`src/rtl/and4_rr_scheduler_if.sv`:
```
// Requester/consumer bundle for and4_rr_scheduler.
// master = requesters plus response consumer, slave = the scheduler.
interface and4_rr_scheduler_if #(
  parameter int NREQ  = 4,
  parameter int WIDTH = 4,
  parameter int IDW   = (NREQ > 1) ? $clog2(NREQ) : 1
);
  logic [NREQ-1:0]       req;
  logic [NREQ*WIDTH-1:0] req_a;
  logic [NREQ*WIDTH-1:0] req_b;
  logic [NREQ-1:0]       gnt;
  logic                  rsp_valid;
  logic [IDW-1:0]        rsp_id;
  logic [WIDTH-1:0]      rsp_result;
  logic                  rsp_ready;
  logic                  busy;

  // Handshakes:
  // - req[i] is held with its operands until gnt[i] is seen.
  //   Operands are captured on the edge that ends the gnt cycle.
  // - A response transfers on a rising edge where rsp_valid && rsp_ready.
  //   rsp_valid, rsp_id and rsp_result stay stable until that transfer.
  //   rsp_valid never waits on rsp_ready.
  modport master (
    output req, req_a, req_b, rsp_ready,
    input  gnt, rsp_valid, rsp_id, rsp_result, busy
  );

  modport slave (
    input  req, req_a, req_b, rsp_ready,
    output gnt, rsp_valid, rsp_id, rsp_result, busy
  );
endinterface

```
`src/rtl/and4_rr_scheduler.sv`:
```
// Round-robin scheduler that shares one 4-bit AND datapath (top_name)
// between NREQ requesters; one operation in flight, IDLE->EXEC->RESP.

module ander (
  input  logic a_i,
  input  logic b_i,
  output logic y_o
);
  assign y_o = a_i & b_i;
endmodule

module top_name (
  input  logic [3:0] a_i,
  input  logic [3:0] b_i,
  output logic [3:0] y_o
);
  for (genvar g = 0; g < 4; g++) begin : g_slice
    ander u_ander (
      .a_i (a_i[g]),
      .b_i (b_i[g]),
      .y_o (y_o[g])
    );
  end
endmodule

module and4_rr_scheduler #(
  parameter int NREQ  = 4,
  parameter int WIDTH = 4
) (
  input  logic                clk,
  input  logic                reset_n,
  and4_rr_scheduler_if.slave  bus,
  output logic [1:0]          dbg_state_o
);
  localparam int IDW = (NREQ > 1) ? $clog2(NREQ) : 1;
  localparam logic [IDW-1:0] LAST_RST = IDW'(NREQ - 1);

  typedef enum logic [1:0] {
    IDLE = 2'd0,
    EXEC = 2'd1,
    RESP = 2'd2
  } state_e;

  state_e           state_q, state_d;
  logic [IDW-1:0]   last_q, last_d;
  logic [IDW-1:0]   id_q, id_d;
  logic [WIDTH-1:0] a_q, a_d;
  logic [WIDTH-1:0] b_q, b_d;
  logic [WIDTH-1:0] result_q, result_d;

  logic [2*NREQ-1:0] req_dbl;
  logic [NREQ-1:0]   req_rot;
  logic [NREQ-1:0]   win_oh;
  logic [IDW-1:0]    win_id;
  logic [WIDTH-1:0]  win_a, win_b;
  logic              found;
  logic [WIDTH-1:0]  and_y;
  logic [NREQ-1:0]   gnt_c;
  logic              rsp_valid_c;

  // Rotate req so bit 0 is the requester just after last; the first set
  // bit of the rotated vector is then the round-robin winner.
  always_comb begin
    req_dbl = {bus.req, bus.req} >> (int'(last_q) + 1);
    req_rot = req_dbl[NREQ-1:0];
    found   = 1'b0;
    win_id  = '0;
    for (int k = 0; k < NREQ; k++) begin
      if (!found && req_rot[k]) begin
        found  = 1'b1;
        win_id = IDW'((int'(last_q) + 1 + k) % NREQ);
      end
    end
  end

  always_comb begin
    win_oh = '0;
    win_a  = '0;
    win_b  = '0;
    for (int j = 0; j < NREQ; j++) begin
      if (win_id == IDW'(j)) begin
        win_oh[j] = found;
        win_a     = bus.req_a[j*WIDTH +: WIDTH];
        win_b     = bus.req_b[j*WIDTH +: WIDTH];
      end
    end
  end

  top_name u_top_name (
    .a_i (a_q),
    .b_i (b_q),
    .y_o (and_y)
  );

  always_comb begin
    state_d     = state_q;
    last_d      = last_q;
    id_d        = id_q;
    a_d         = a_q;
    b_d         = b_q;
    result_d    = result_q;
    gnt_c       = '0;
    rsp_valid_c = 1'b0;
    case (state_q)
      IDLE: begin
        if (found) begin
          gnt_c   = win_oh;
          a_d     = win_a;
          b_d     = win_b;
          id_d    = win_id;
          last_d  = win_id;
          state_d = EXEC;
        end
      end
      EXEC: begin
        result_d = and_y;
        state_d  = RESP;
      end
      RESP: begin
        rsp_valid_c = 1'b1;
        if (bus.rsp_ready) begin
          state_d = IDLE;
        end
      end
      default: state_d = IDLE;
    endcase
  end

  always_ff @(posedge clk or negedge reset_n) begin
    if (!reset_n) begin
      state_q  <= IDLE;
      last_q   <= LAST_RST;
      id_q     <= '0;
      a_q      <= '0;
      b_q      <= '0;
      result_q <= '0;
    end else begin
      state_q  <= state_d;
      last_q   <= last_d;
      id_q     <= id_d;
      a_q      <= a_d;
      b_q      <= b_d;
      result_q <= result_d;
    end
  end

  // rsp_valid decodes state_q so an asynchronous reset drops it at once.
  assign bus.gnt        = gnt_c;
  assign bus.rsp_valid  = rsp_valid_c;
  assign bus.rsp_id     = id_q;
  assign bus.rsp_result = result_q;
  assign bus.busy       = (state_q != IDLE);
  assign dbg_state_o    = state_q;
endmodule
```
`src/flat_wrapper.sv`:
```
// flat-port wrapper written by rule: the top's interface ports become plain ports
module and4_rr_scheduler_flat 
#(
  parameter int NREQ  = 4,
  parameter int WIDTH = 4
)
  (clk, reset_n, dbg_state_o, bus_req, bus_req_a, bus_req_b, bus_rsp_ready, bus_gnt, bus_rsp_valid, bus_rsp_id, bus_rsp_result, bus_busy);
  and4_rr_scheduler_if #(.NREQ(NREQ), .WIDTH(WIDTH)) bus_i ();
  input  logic clk;
  input  logic reset_n;
  output logic [1:0] dbg_state_o;
  input wire logic [$bits(bus_i.req)-1:0] bus_req;
  input wire logic [$bits(bus_i.req_a)-1:0] bus_req_a;
  input wire logic [$bits(bus_i.req_b)-1:0] bus_req_b;
  input wire logic [$bits(bus_i.rsp_ready)-1:0] bus_rsp_ready;
  output wire logic [$bits(bus_i.gnt)-1:0] bus_gnt;
  output wire logic [$bits(bus_i.rsp_valid)-1:0] bus_rsp_valid;
  output wire logic [$bits(bus_i.rsp_id)-1:0] bus_rsp_id;
  output wire logic [$bits(bus_i.rsp_result)-1:0] bus_rsp_result;
  output wire logic [$bits(bus_i.busy)-1:0] bus_busy;
  assign bus_i.req = bus_req;
  assign bus_i.req_a = bus_req_a;
  assign bus_i.req_b = bus_req_b;
  assign bus_i.rsp_ready = bus_rsp_ready;
  assign bus_gnt = bus_i.gnt;
  assign bus_rsp_valid = bus_i.rsp_valid;
  assign bus_rsp_id = bus_i.rsp_id;
  assign bus_rsp_result = bus_i.rsp_result;
  assign bus_busy = bus_i.busy;
  and4_rr_scheduler #(.NREQ(NREQ), .WIDTH(WIDTH)) u_core (.clk(clk), .reset_n(reset_n), .bus(bus_i), .dbg_state_o(dbg_state_o));
endmodule
```
`config.mk`:
```
export PLATFORM = sky130hd
export DESIGN_NAME = and4_rr_scheduler_flat
export DESIGN_NICKNAME = d
export VERILOG_FILES = /design/src/rtl/and4_rr_scheduler_if.sv /design/src/rtl/and4_rr_scheduler.sv /design/src/flat_wrapper.sv
export SDC_FILE = /design/constraint.sdc
export NUM_CORES = 1
export LEC_CHECK = 0
export ABC_CLOCK_PERIOD_IN_PS = 3100
export CAP_MARGIN = 20
export CORE_MARGIN = 3
export CORE_UTILIZATION = 45
export CTS_BUF_LIST = sky130_fd_sc_hd__clkbuf_4
export DETAILED_ROUTE_END_ITERATION = 7
export PLACE_DENSITY = 0.9
export SYNTH_ARGS = -nofsm -noshare
export SYNTH_HDL_FRONTEND = slang
export SYNTH_SLANG_ARGS = --single-unit
export TNS_END_PERCENT = 30
```
`constraint.sdc`:
```
create_clock -name clk -period 3.1 [get_ports clk]
set_input_delay 0.465 -clock clk [delete_from_list [all_inputs] [get_ports clk]]
set_output_delay 0.465 -clock clk [all_outputs]
set_load 0.01 [all_outputs]
```
==> out/qor.csv <==
stage,metric,value,unit
run_status,status,completed,
critical_path,"Req. time, crit path",2.63,ns
run,maxcap violations,0,
synthesis,Mapped Area,1110,µm²
route,final wirelength,2400,µm
sta,period utilization,89.2,%
route,DRT iter0 DRCs,14,
route,via/cell ratio,5.17,
synthesis,Syn Inst Count,100,
sta,Setup-failing EPs final,0,
clock_network,cts-stage hold buffer count,0,
synthesis,Synth cell types,24,
grt,first-pass GRT wire length,3880,µm
clock_network,post-cts resize count,0,
route,"antenna viol nets, final",0,
critical_path,"Arr. time, crit path",2.30,ns
synthesis,leading area contributor after synthesis,dfrtp_1,
sta,Final Max Slew Viols,0,
clock_network,CTS tree,built,
sta,Clock Skew,0.00108,ns
floorplanning,initial core utilization,48.6,%
synthesis,post-synthesis sequential area ratio,41.0,%
synthesis,ys flop type,dfrtp_1,
synthesis,Ys Warns,0,
sta,Worst Tran Pin Value,0.761,ns
route,vias,936,
floorplanning,Die Area,3090,µm²
sta,Worst slew margin,49.1,%
placed_design,DP HPWL,2030,µm
critical_path,CP Capture Type,output pin,
critical_path,worst-path fanout max,6,
floorplanning,Core Region,2280,µm²
pwr,worst vdd ir,0.566,mV
final_layout,Final Core Density,72.3,%
grt,remaining global-route overflow,0,
grt,vias in the first global route,1000,
placed_design,Placer Congestion,0.814,
grt,GRT Util Overall,15.3,%
sta,Fmax,362,MHz
clock_network,Clock Latency Late Sink,0.28,ns
synthesis,cell with the most instances after synthesis,mux2i_1,
floorplanning,std cell rows,17,
grt,pin count of the biggest net entering global routing,19,
clock_network,maximum root-to-sink buffer count,2,
final_layout,area delta synth->final,48.9,%
sta,TNS Setup,0,ns
synthesis,Syn Nets,139,
synthesis,synth cell count leaders,"mux2i_1 (24), dfrtp_1 (16), nand2_1 (11)",
synthesis,Synth async-reset ratio,100,%
grt,initial antenna violation count,0,
critical_path,CP max stage delay,0.55,ns
final_layout,FILL cells,181,
floorplanning,Die W,55.6,µm
floorplanning,# IOs,53,
clock_network,CTS Buf Count,3,
synthesis,Mapped Avg Cell Area,11.1,µm²
final_layout,layout cells sized above 1,15.0,%
final_layout,Sequential Area,453,µm²
sta,fin crit period,2.77,ns
placed_design,PortBufs,52,
clock_network,root buffer cell,clkbuf_4,
clock_network,"Clk pin slew, worst setup/hold paths",0.10,ns
critical_path,"CP delay by family, top",buffers and inverters,
clock_network,post-CTS setup buffers,0,
clock_network,H-Tree Depth,1,
pwr,Power Total,1.32,mW
min_path,Hold WC Path Type,register to register,
pwr,P_leak,0.726,nW
final_layout,footprint of the multi-input gates,582,µm²
sta,RSZ-0062 raised after global routing,false,
synthesis,number of synthesized flops with an enable pin,0,
route,post-DR wirelength/cell,13.3,µm
pwr,pwr dens,804,nW/µm²
critical_path,"critical path, cell by cell",clkdlybuf4s50_1 -> or2b_1 -> a21oi_2 -> a211o_1 -> nor2b_1 -> clkdlybuf4s50_1,
critical_path,cell mode on critical path,clkdlybuf4s50_1,
critical_path,reg2reg setup slack,1.19,ns
final_layout,n_diodes,0,
clock_network,Sink Count,18,
final_layout,Total Nets Final,193,
critical_path,"slowest stage cell, crit path",clkdlybuf4s50_1,
floorplanning,Die Span Y,55.6,µm
synthesis,#FFs+latches synth,18,
synthesis,Synth area leaders,"dfrtp_1 (36%), mux2i_1 (22%), mux2_2 (10%)",
synthesis,Synth top area share,36.2,%
critical_path,crit path kind,primary input to output pin,
critical_path,Startpoint Class,primary input,
route,DRC,0,
route,1st-pass router iterations,5,
critical_path,Crit path buffers/inverters,2,
sta,Final Hold Viols,0,
[tightest hold or removal path, delay by kind of cell, from the launching register on]
kind             cells  cell delay [ns]
AO/OA/AOI/OAI        1             0.06
flip-flops           1             0.35
AND/OR/NAND/NOR      1             0.04
[per-stage QoR]
stage	area [µm²]	hold slack, ns	worst slack (ns)	cells
floorplan	1110	0.169	1.17	100
global placement	1620	0.467	0.406	177
detailed placement	1620	0.470	0.327	177
CTS	1650	0.492	0.319	181
global route	1650	0.535	0.197	181
finish	1650	0.491	0.334	181
[layout by cell type (no fill, tap or decap), types with 2 or more instances in the layout]
master and n:
inv_1 2, dfrtp_1 16, dfstp_2 2, clkbuf_4 3, clkdlybuf4s50_1 52, buf_4 3
nor2b_1 2, mux2i_1 24, nand2_1 11, nor2_1 5, nand2b_1 4, o21ai_0 8
mux2_2 10
[sequential cells by signal, indices dropped and copies added, names as in the netlist]
signal / flops
u_core.bus.rsp_result: 4
u_core.last_q: 2
u_core.a_q: 4
u_core.b_q: 4
u_core.bus.rsp_id: 2
u_core.dbg_state_o: 2
[power breakdown]
part           internal [mW]  switching [mW]  total, mW  leakage, nW
clock network         0.0467          0.0680      0.115       0.0154
logic                  0.444           0.330      0.774        0.496
registers              0.361          0.0745      0.435        0.215
total                  0.851           0.473       1.32        0.726
[logic make-up after synthesis]
kind of cell           Yosys count  share of synthesized area, %
AO/OA/AOI/OAI                   12                          7.01
buffers and inverters            8                          7.13
flip-flops                      18                          40.9
multiplexers                    34                          31.9
AND/OR/NAND/NOR                 28                          13.0
[worst paths after layout]
kind	from	to	cells past startpoint
setup / recovery	bus_req[1]	bus_gnt[1]	6
hold / removal	u_core.bus.rsp_result[0]$_DFFE_PN0N_	u_core.bus.rsp_result[0]$_DFFE_PN0N_	2
setup reg to reg	u_core.last_q[0]$_DFFE_PN1P_	u_core.b_q[3]$_DFFE_PN0P_	6
hold reg to reg	u_core.bus.rsp_result[0]$_DFFE_PN0N_	u_core.bus.rsp_result[0]$_DFFE_PN0N_	2
max in group asynchronous	reset_n	u_core.b_q[1]$_DFFE_PN0P_	1
min in group asynchronous	reset_n	u_core.dbg_state_o[1]$_DFFE_PN0P_	1
[per-layer routing]
layer | up-vias | wire length, µm | track usage, %
li1 | 454 | - | -
met1 | 445 | 888 | 14.7
met2 | 35 | 1360 | 33.1
met3 | 2 | 145 | 1.86
met4 | 0 | 5 | 3.13
met5 | - | 0 | 0
[layout make-up]
| cell class | instances | share of cell area [%] |
|---|---|---|
| Clock inverter | 1 | 0.228 |
| Multi-Input combinational cell | 74 | 35.3 |
| Timing Repair Buffer | 55 | 33.0 |
| Inverter | 2 | 0.456 |
| Clock buffer | 3 | 1.37 |
| Tap cell | 28 | 2.13 |
| Sequential cell | 18 | 27.5 |
(Power assumes the default switching activity.)
